### src/rtl/uart_arb_pkg.sv
// Shared types and constants for the UART transmit arbiter and its
// rotate-priority picker.
package uart_arb_pkg;

  localparam int LOCK_CNT_W = 10;

  typedef enum logic [1:0] {
    IDLE,
    LOAD,
    WAIT_BUSY,
    WAIT_RDY
  } arb_state_e;

  function automatic int clog2(input int n);
    int r;
    r = 0;
    for (int i = 0; i < 31; i++) begin
      if ((1 << i) < n) r = i + 1;
    end
    return r;
  endfunction

endpackage

### src/rtl/uart_rr_pick.sv
// Combinational rotate-priority picker: returns the first set request found
// searching upward from ptr, wrapping modulo N.
module uart_rr_pick
  import uart_arb_pkg::*;
#(
  parameter int  N  = 4,
  localparam int IW = clog2(N)
) (
  input  logic [N-1:0]  req,
  input  logic [IW-1:0] ptr,
  output logic          found,
  output logic [IW-1:0] idx
);

  logic [N-1:0] rot;
  logic [IW:0]  sum;

  // rot[k] is the request sitting k places above ptr; scanning k downward
  // lets the nearest request win.
  always_comb begin
    rot   = N'({req, req} >> ptr);
    found = 1'b0;
    idx   = '0;
    sum   = '0;
    for (int k = N - 1; k >= 0; k--) begin
      if (rot[k]) begin
        sum = {1'b0, ptr} + (IW + 1)'(k);
        if (sum >= (IW + 1)'(N)) sum = sum - (IW + 1)'(N);
        found = 1'b1;
        idx   = sum[IW-1:0];
      end
    end
  end

endmodule

### src/rtl/uart_tx_arbiter.sv
// Round-robin arbiter sharing one non-FIFO UART transmitter among NUM_REQ
// byte sources, with optional per-packet grant lock and lock timeout.
module uart_tx_arbiter
  import uart_arb_pkg::*;
#(
  parameter int  NUM_REQ      = 4,
  parameter bit  LOCK_EN      = 1'b1,
  parameter int  LOCK_TIMEOUT = 1023,
  localparam int GW           = clog2(NUM_REQ)
) (
  input  logic                 clk,
  input  logic                 reset_n,
  input  logic [NUM_REQ-1:0]   in_valid,
  input  logic [NUM_REQ-1:0]   in_last,
  input  logic [8*NUM_REQ-1:0] in_data,
  output logic [NUM_REQ-1:0]   in_ready,
  input  logic                 txrdy,
  output logic [7:0]           tx_hold_reg,
  output logic                 tx_load,
  output logic [GW-1:0]        grant_id,
  output logic                 locked,
  output logic                 busy
);

  arb_state_e            state, state_nxt;
  logic [GW-1:0]         ptr;
  logic [GW-1:0]         pick_idx;
  logic                  pick_found;
  logic [NUM_REQ-1:0]    gnt_mask;
  logic [NUM_REQ-1:0]    cand;
  logic [7:0]            gnt_data;
  logic                  gnt_valid;
  logic                  gnt_last;
  logic                  lock_expired;
  logic [LOCK_CNT_W-1:0] lock_cnt;

  always_comb begin
    gnt_mask  = '0;
    gnt_data  = '0;
    gnt_valid = 1'b0;
    gnt_last  = 1'b0;
    for (int i = 0; i < NUM_REQ; i++) begin
      if (grant_id == GW'(i)) begin
        gnt_mask[i] = 1'b1;
        gnt_data    = in_data[8*i +: 8];
        gnt_valid   = in_valid[i];
        gnt_last    = in_last[i];
      end
    end
  end

  // While locked only the owner may be picked, so the pointer is irrelevant.
  assign cand         = locked ? (in_valid & gnt_mask) : in_valid;
  assign lock_expired = locked && !gnt_valid && (state == IDLE) &&
                        (lock_cnt == LOCK_CNT_W'(LOCK_TIMEOUT - 1));

  uart_rr_pick #(
    .N(NUM_REQ)
  ) u_pick (
    .req  (cand),
    .ptr  (ptr),
    .found(pick_found),
    .idx  (pick_idx)
  );

  always_comb begin
    state_nxt = state;
    case (state)
      IDLE:      if (txrdy && pick_found) state_nxt = LOAD;
      LOAD:      state_nxt = WAIT_BUSY;
      WAIT_BUSY: if (!txrdy) state_nxt = WAIT_RDY;
      WAIT_RDY:  if (txrdy) state_nxt = IDLE;
      default:   state_nxt = IDLE;
    endcase
  end

  always_ff @(posedge clk or negedge reset_n) begin
    if (!reset_n) state <= IDLE;
    else          state <= state_nxt;
  end

  // Strobe, byte and ready are all registered out of LOAD so the TX core
  // sees the hold register and its load strobe in the same cycle.
  always_ff @(posedge clk or negedge reset_n) begin
    if (!reset_n) begin
      in_ready    <= '0;
      tx_hold_reg <= '0;
      tx_load     <= 1'b0;
      grant_id    <= '0;
      locked      <= 1'b0;
      busy        <= 1'b0;
      ptr         <= '0;
      lock_cnt    <= '0;
    end else begin
      busy     <= (state_nxt != IDLE);
      in_ready <= '0;
      tx_load  <= 1'b0;
      if (state == IDLE && state_nxt == LOAD) grant_id <= pick_idx;
      if (state == LOAD) begin
        in_ready    <= gnt_mask;
        tx_load     <= 1'b1;
        tx_hold_reg <= gnt_data;
        ptr         <= (grant_id == GW'(NUM_REQ - 1)) ? '0 : grant_id + GW'(1);
        locked      <= LOCK_EN && !gnt_last;
      end else if (lock_expired) begin
        locked <= 1'b0;
      end
      if (!locked || gnt_valid || lock_expired) lock_cnt <= '0;
      else if (state == IDLE)                  lock_cnt <= lock_cnt + LOCK_CNT_W'(1);
    end
  end

endmodule

### config.mk
export PLATFORM = sky130hd
export DESIGN_NAME = uart_tx_arbiter
export DESIGN_NICKNAME = d
export VERILOG_FILES = /design/src/rtl/uart_arb_pkg.sv /design/src/rtl/uart_rr_pick.sv /design/src/rtl/uart_tx_arbiter.sv
export SDC_FILE = /design/constraint.sdc
export NUM_CORES = 1
export LEC_CHECK = 0
export ABC_AREA = 0
export CAP_MARGIN = 5
export CORE_UTILIZATION = 30
export CTS_BUF_LIST = sky130_fd_sc_hd__clkbuf_2
export CTS_CLUSTER_DIAMETER = 40
export CTS_CLUSTER_SIZE = 10
export DETAILED_ROUTE_END_ITERATION = 6
export HOLD_SLACK_MARGIN = 0.03
export PLACE_DENSITY = 0.66
export SLEW_MARGIN = 5
export SYNTH_ARGS = -nofsm -noshare
export SYNTH_HDL_FRONTEND = slang
export SYNTH_SLANG_ARGS = --single-unit
### constraint.sdc
create_clock -name clk -period 5.65 [get_ports clk]
set_clock_uncertainty 0.2 [all_clocks]
set_input_delay 1.4125 -clock clk [delete_from_list [all_inputs] [get_ports clk]]
set_output_delay 1.4125 -clock clk [all_outputs]
set_load 0.1 [all_outputs]
* Word level (Yosys, flattened, before mapping) *
Cells that the tools add are included.

storage, ports and cells
  flip-flop bits (word level) = 31
  logic and storage cells = 87

cells by class
  add/sub/neg operators = 9
  order comparisons = 4
  equality and inequality tests = 8
  shift operators = 1
  mux-type cells = 40
  bitwise logic cells = 1
  reduce and logical (&&, ||, !) cells = 15

operators by type and width
  cell                                                 count
  2-to-1 mux 8 bit                                     4
  2-to-1 mux 2 bit                                     12
  2-to-1 mux 10 bit                                    2
  2-to-1 mux 1 bit                                     19
  adder 10 x 1 -> 10 bit, second input constant        1
  equality test 10 bit, second input constant          1
  >= comparator 3 bit, second input constant           3
  equality test 2 bit, second input constant           4
  2-to-1 mux 4 bit                                     2
  one-hot mux 2 bit (4 select lines)                   1
  >> shifter 8 x 2 -> 4 bit                            1
  subtractor 2 x 1 -> 2 bit, second input constant     4
  adder 2 x 2 -> 3 bit, second input constant          2
  equality test 2 x 1 -> 1 bit, second input constant  3
  nonzero test 2 bit                                   3
  logical AND 1 bit                                    5
  AND 4 bit                                            1
  logical NOT 2 bit                                    2
  adder 2 x 1 -> 3 bit, second input constant          1
  >= comparator 2 x 3 -> 1 bit, second input constant  1
  logical NOT 1 bit                                    3
  adder 2 x 1 -> 2 bit, second input constant          1
  logical OR 1 bit                                     2

* Depth between registers and ports, before layout *
  word-level depth = 14
  depth in mapped cells = 7

* Cells and area by module *
From an unflattened synthesis, not the netlist that was laid out.

second synthesis, totals
  cells, all modules = 182
  area total of the unflattened synthesis = 1,742.9 µm²

by module, submodules not included
  module           instances  cells an instance  area each (µm²)  seq. area each (µm²)
  uart_tx_arbiter  1          167                1,665.3          775.7
  uart_rr_pick     1          15                 77.6             0.0

* Worst setup path after synthesis *
No wires, ideal clock.

  path kind = input to register
  start point = in in_valid[1]
  end point = reg lock_cnt[1]
  library setup time = 0.087 ns
  data arrival time = 2.313 ns
  slack = 3.050 ns
  stages on the path = 5
  cells stage by stage = a21oi_1 -> a221oi_1 -> or3_1 -> buf_2 -> a211oi_2

between the ends
  longest elaborated chain between the ends = 9

ends and longest elaborated chain
  what                                                     line                    RTL
  start: declaration                                       uart_tx_arbiter.sv:13   input logic [NUM_REQ-1:0] in_valid,
  2-to-1 mux 1 bit (*) (3 in series)                       uart_tx_arbiter.sv:43   if (grant_id == GW'(i)) begin
  logical NOT 1 bit                                        uart_tx_arbiter.sv:54   assign lock_expired = locked && !gnt_valid && (state == IDLE) &&
  logical AND 1 bit (3 in series)                          uart_tx_arbiter.sv:54
  logical OR 1 bit (*)                                     uart_tx_arbiter.sv:108  if (!locked || gnt_valid || lock_expired) lock_cnt <= '0;
  2-to-1 mux 10 bit or nonzero test 2 bit (tied branches)  n/a
  end signal: assignment                                   uart_tx_arbiter.sv:109  else if (state == IDLE) lock_cnt <= lock_cnt + LOCK_CNT_W'(1);
  end: declaration                                         uart_tx_arbiter.sv:35   logic [LOCK_CNT_W-1:0] lock_cnt;

Every way passes the cells marked *; elsewhere a longest branch is shown, timed or not.
A chain may end at the register's enable or synchronous reset.

* Final worst setup path *
  start point = reg grant_id[0]
  end point = out grant_id[0]

RTL lines
  what                      line                   RTL
  start: declaration        uart_tx_arbiter.sv:20  output logic [GW-1:0] grant_id,
  start signal: assignment  uart_tx_arbiter.sv:98  if (state == IDLE && state_nxt == LOAD) grant_id <= pick_idx;

No word-level cell between the ends.

==> results.toml <==
[placement]
io_buffer_count = 59
place_congestion = 0.8992
dp_hpwl_mm = 3.373

[power]
powerDensity_nw_per_um2 = 541.2
peakVddDrop_mv = 0.4961
cellLeakagePower_uw = 0.001061

[grt]
grt_pass1_wl_mm = 7.355
grt_usage = 0.1539
grt-ovfl-total = 0
grt_pass1_vias = 1543
antenna_found_initial = 0
grt_max_degree = 32

[finish]
nets = 303
diodes = 0
multiInputGateArea_sq_um = 932.1
fill_cells = 544
area_growth_pct = 37.59
drive_gt1_frac = 0.05490
seqCellArea_sq_um = 775.7
largest_register_ffs = 10

[synth]
synth_seq_area_share = 0.4276
yosys-top-cells-area = "dfrtp_1, a21oi_1, a221oi_1"
ys_ff_latch = 31
syn_area_per_cell_sq_um = 9.209
syn_inst = 197
netlist_area_sq_um = 1814
synthesis.nets = 246
async_flop_share = 1.000
synth_edf_count = 0
synth.distinct_cells = 41
synth_warnings = 0
netlist.area_leader.share = 0.4276
synth_ff_type = "dfrtp_1"
yosysTopAreaCell = "dfrtp_1"

[run_status]
status = "complete, no violations"

[worst_setup_path]
crit_arrival_ns = 2.03
path_cells = "clkdlybuf4s50_1"
critical-path-top-delay-family = "buffers and inverters"
rr_worst_depth = 5
critical_path_required_ns = 4.04
cp.depth = 1
crit_path_end_kind = "output port"
slowest_stage = "clkdlybuf4s50_1"
cp_slowest_stage_delay_ns = 1.18
crit_path_start_kind = "flip-flop"
critPathMaxFanout = 6
path_class = "reg -> out"
rrSetupSlack_ns = 3.02
cp_num_buf_inv = 1

[sta]
setup_tns_ns = 0
slew_headroom = 0.3367
hold_viol_final = 0
fin_crit_sh = 0.6446
rsz0062_at_grt = "false"
period_needed_ns = 3.642
final_max_slew_viol_count = 0
setup_viol = 0
worstMarginPinSlew_ns = 0.9918
fin_hold_ws_ns = 0.3489
fmax_ghz = 0.2746

[routing]
vias = 1616
via_per_inst = 4.942
routedWlPerCell_um = 14.01
wl_mm = 4.581
drcViolationCount = 0
antenna_left = 0
dr.pass1.iters = 4
drt_iter0_drc = 91

[floorplanning]
die_y_um = 79.77
core_sq_um = 5675
start_util = 0.3197
fp.dieArea_sq_um = 6362
io_pins = 60
rows = 27
die_w_um = 79.77

[clock_network]
cts.path.max_buffers = 2
clock-root-buffer = "clkbuf_2"
tritoncts = "done"
cts-htree-levels = 2
clk_pin_slew_ns = 0.17
cts_resized = 0
ctsHoldBuffers = 0
numCtsBuffers = 5
cts.sinks = 31
post_cts_buffers = 0
clk_latency_ns = 0.36

[worst_hold_path]
hold_path.class = "reg -> reg"
holdPathStages = 2

[run]
drv_cap = 0
Yosys cell counts, drive strengths merged (2+ instances only):
master	number
xor2	3
nand2b	4
and2	5
a21oi	18
o2bb2ai	2
and3	2
nor2	22
o21ai	5
nor2b	9
nand4	3
a211o	9
a221oi	10
buf	7
xnor2	6
dfrtp	31
inv	16
nand2	12
nor3	5
ha	6
clkbuf	3
nand3	3
report_power, final:
| group | total, uW | internal, uW | switching [uW] | leakage (uW) |
|---|---|---|---|---|
| Clock | 108 | 33.8 | 74.2 | 0.0000330 |
| Sequential | 342 | 287 | 55.1 | 0.000393 |
| Combinational | 901 | 278 | 623 | 0.000635 |
logic make-up after synthesis:
kind of cell,Yosys count,share of synthesized area
simple gates,71,0.2124
compound gates,54,0.2166
flops,31,0.4276
buf+inv,26,0.05861
xor+xnor,9,0.04345
fa+ha+maj,6,0.04138
per-layer routing:
metal | vias up | GRT usage | share of wire
met2 | 47 | 0.2444 | 0.49
met4 | 0 | 0.07321 | 0.020
met1 | 753 | 0.1948 | 0.44
met3 | 9 | 0.03771 | 0.047
met5 | - | 0 | 0
li1 | 807 | - | -
area by class of cell:
cell class,instances,area share
Inverter,16,0.02406
Sequential cell,31,0.3108
Clock buffer,7,0.01404
Multi-Input combinational cell,140,0.3734
Timing Repair Buffer,60,0.2396
Clock inverter,1,0.002005
Tap cell,72,0.03609
cell usage in the layout, fill, tap and decap left out, drive strengths merged, types with 2 or more instances in the layout:
cell            n
clkdlybuf4s50  59
dfrtp          31
nor2           22
a21oi          18
inv            16
nand2          12
a221oi         10
nor2b           9
a211o           9
clkbuf          7
xnor2           6
ha              6
and2            5
nor3            5
o21ai           5
nand2b          4
nand4           3
nand3           3
xor2            3
o2bb2ai         2
and3            2
worst paths after layout:
check / start / endpoint
min in group asynchronous: reset_n / busy
worst max-delay path: grant_id[0] / grant_id[0]
worst max register to register: grant_id[0] / lock_cnt[1]
max in group asynchronous: reset_n / lock_cnt[9]
worst min register to register: tx_hold_reg[3] / tx_hold_reg[3]
worst min-delay path: tx_hold_reg[3] / tx_hold_reg[3]
per-stage QoR:
stage          std cells  utilization  instance area [sq um]  setup WS (ns)  power (uW)
5_1_grt              327       0.4398                   2496          1.917        1438
3_5_place_dp         319       0.4328                   2456          2.354        1253
3_3_place_gp         319       0.4328                   2456          2.383        1250
6_report             327       0.4398                   2496          2.008        1351
4_1_cts              327       0.4398                   2496          1.967        1363
2_1_floorplan        197            -                   1814          3.050        1033
No activity file was read; power rests on OpenSTA's default activity.
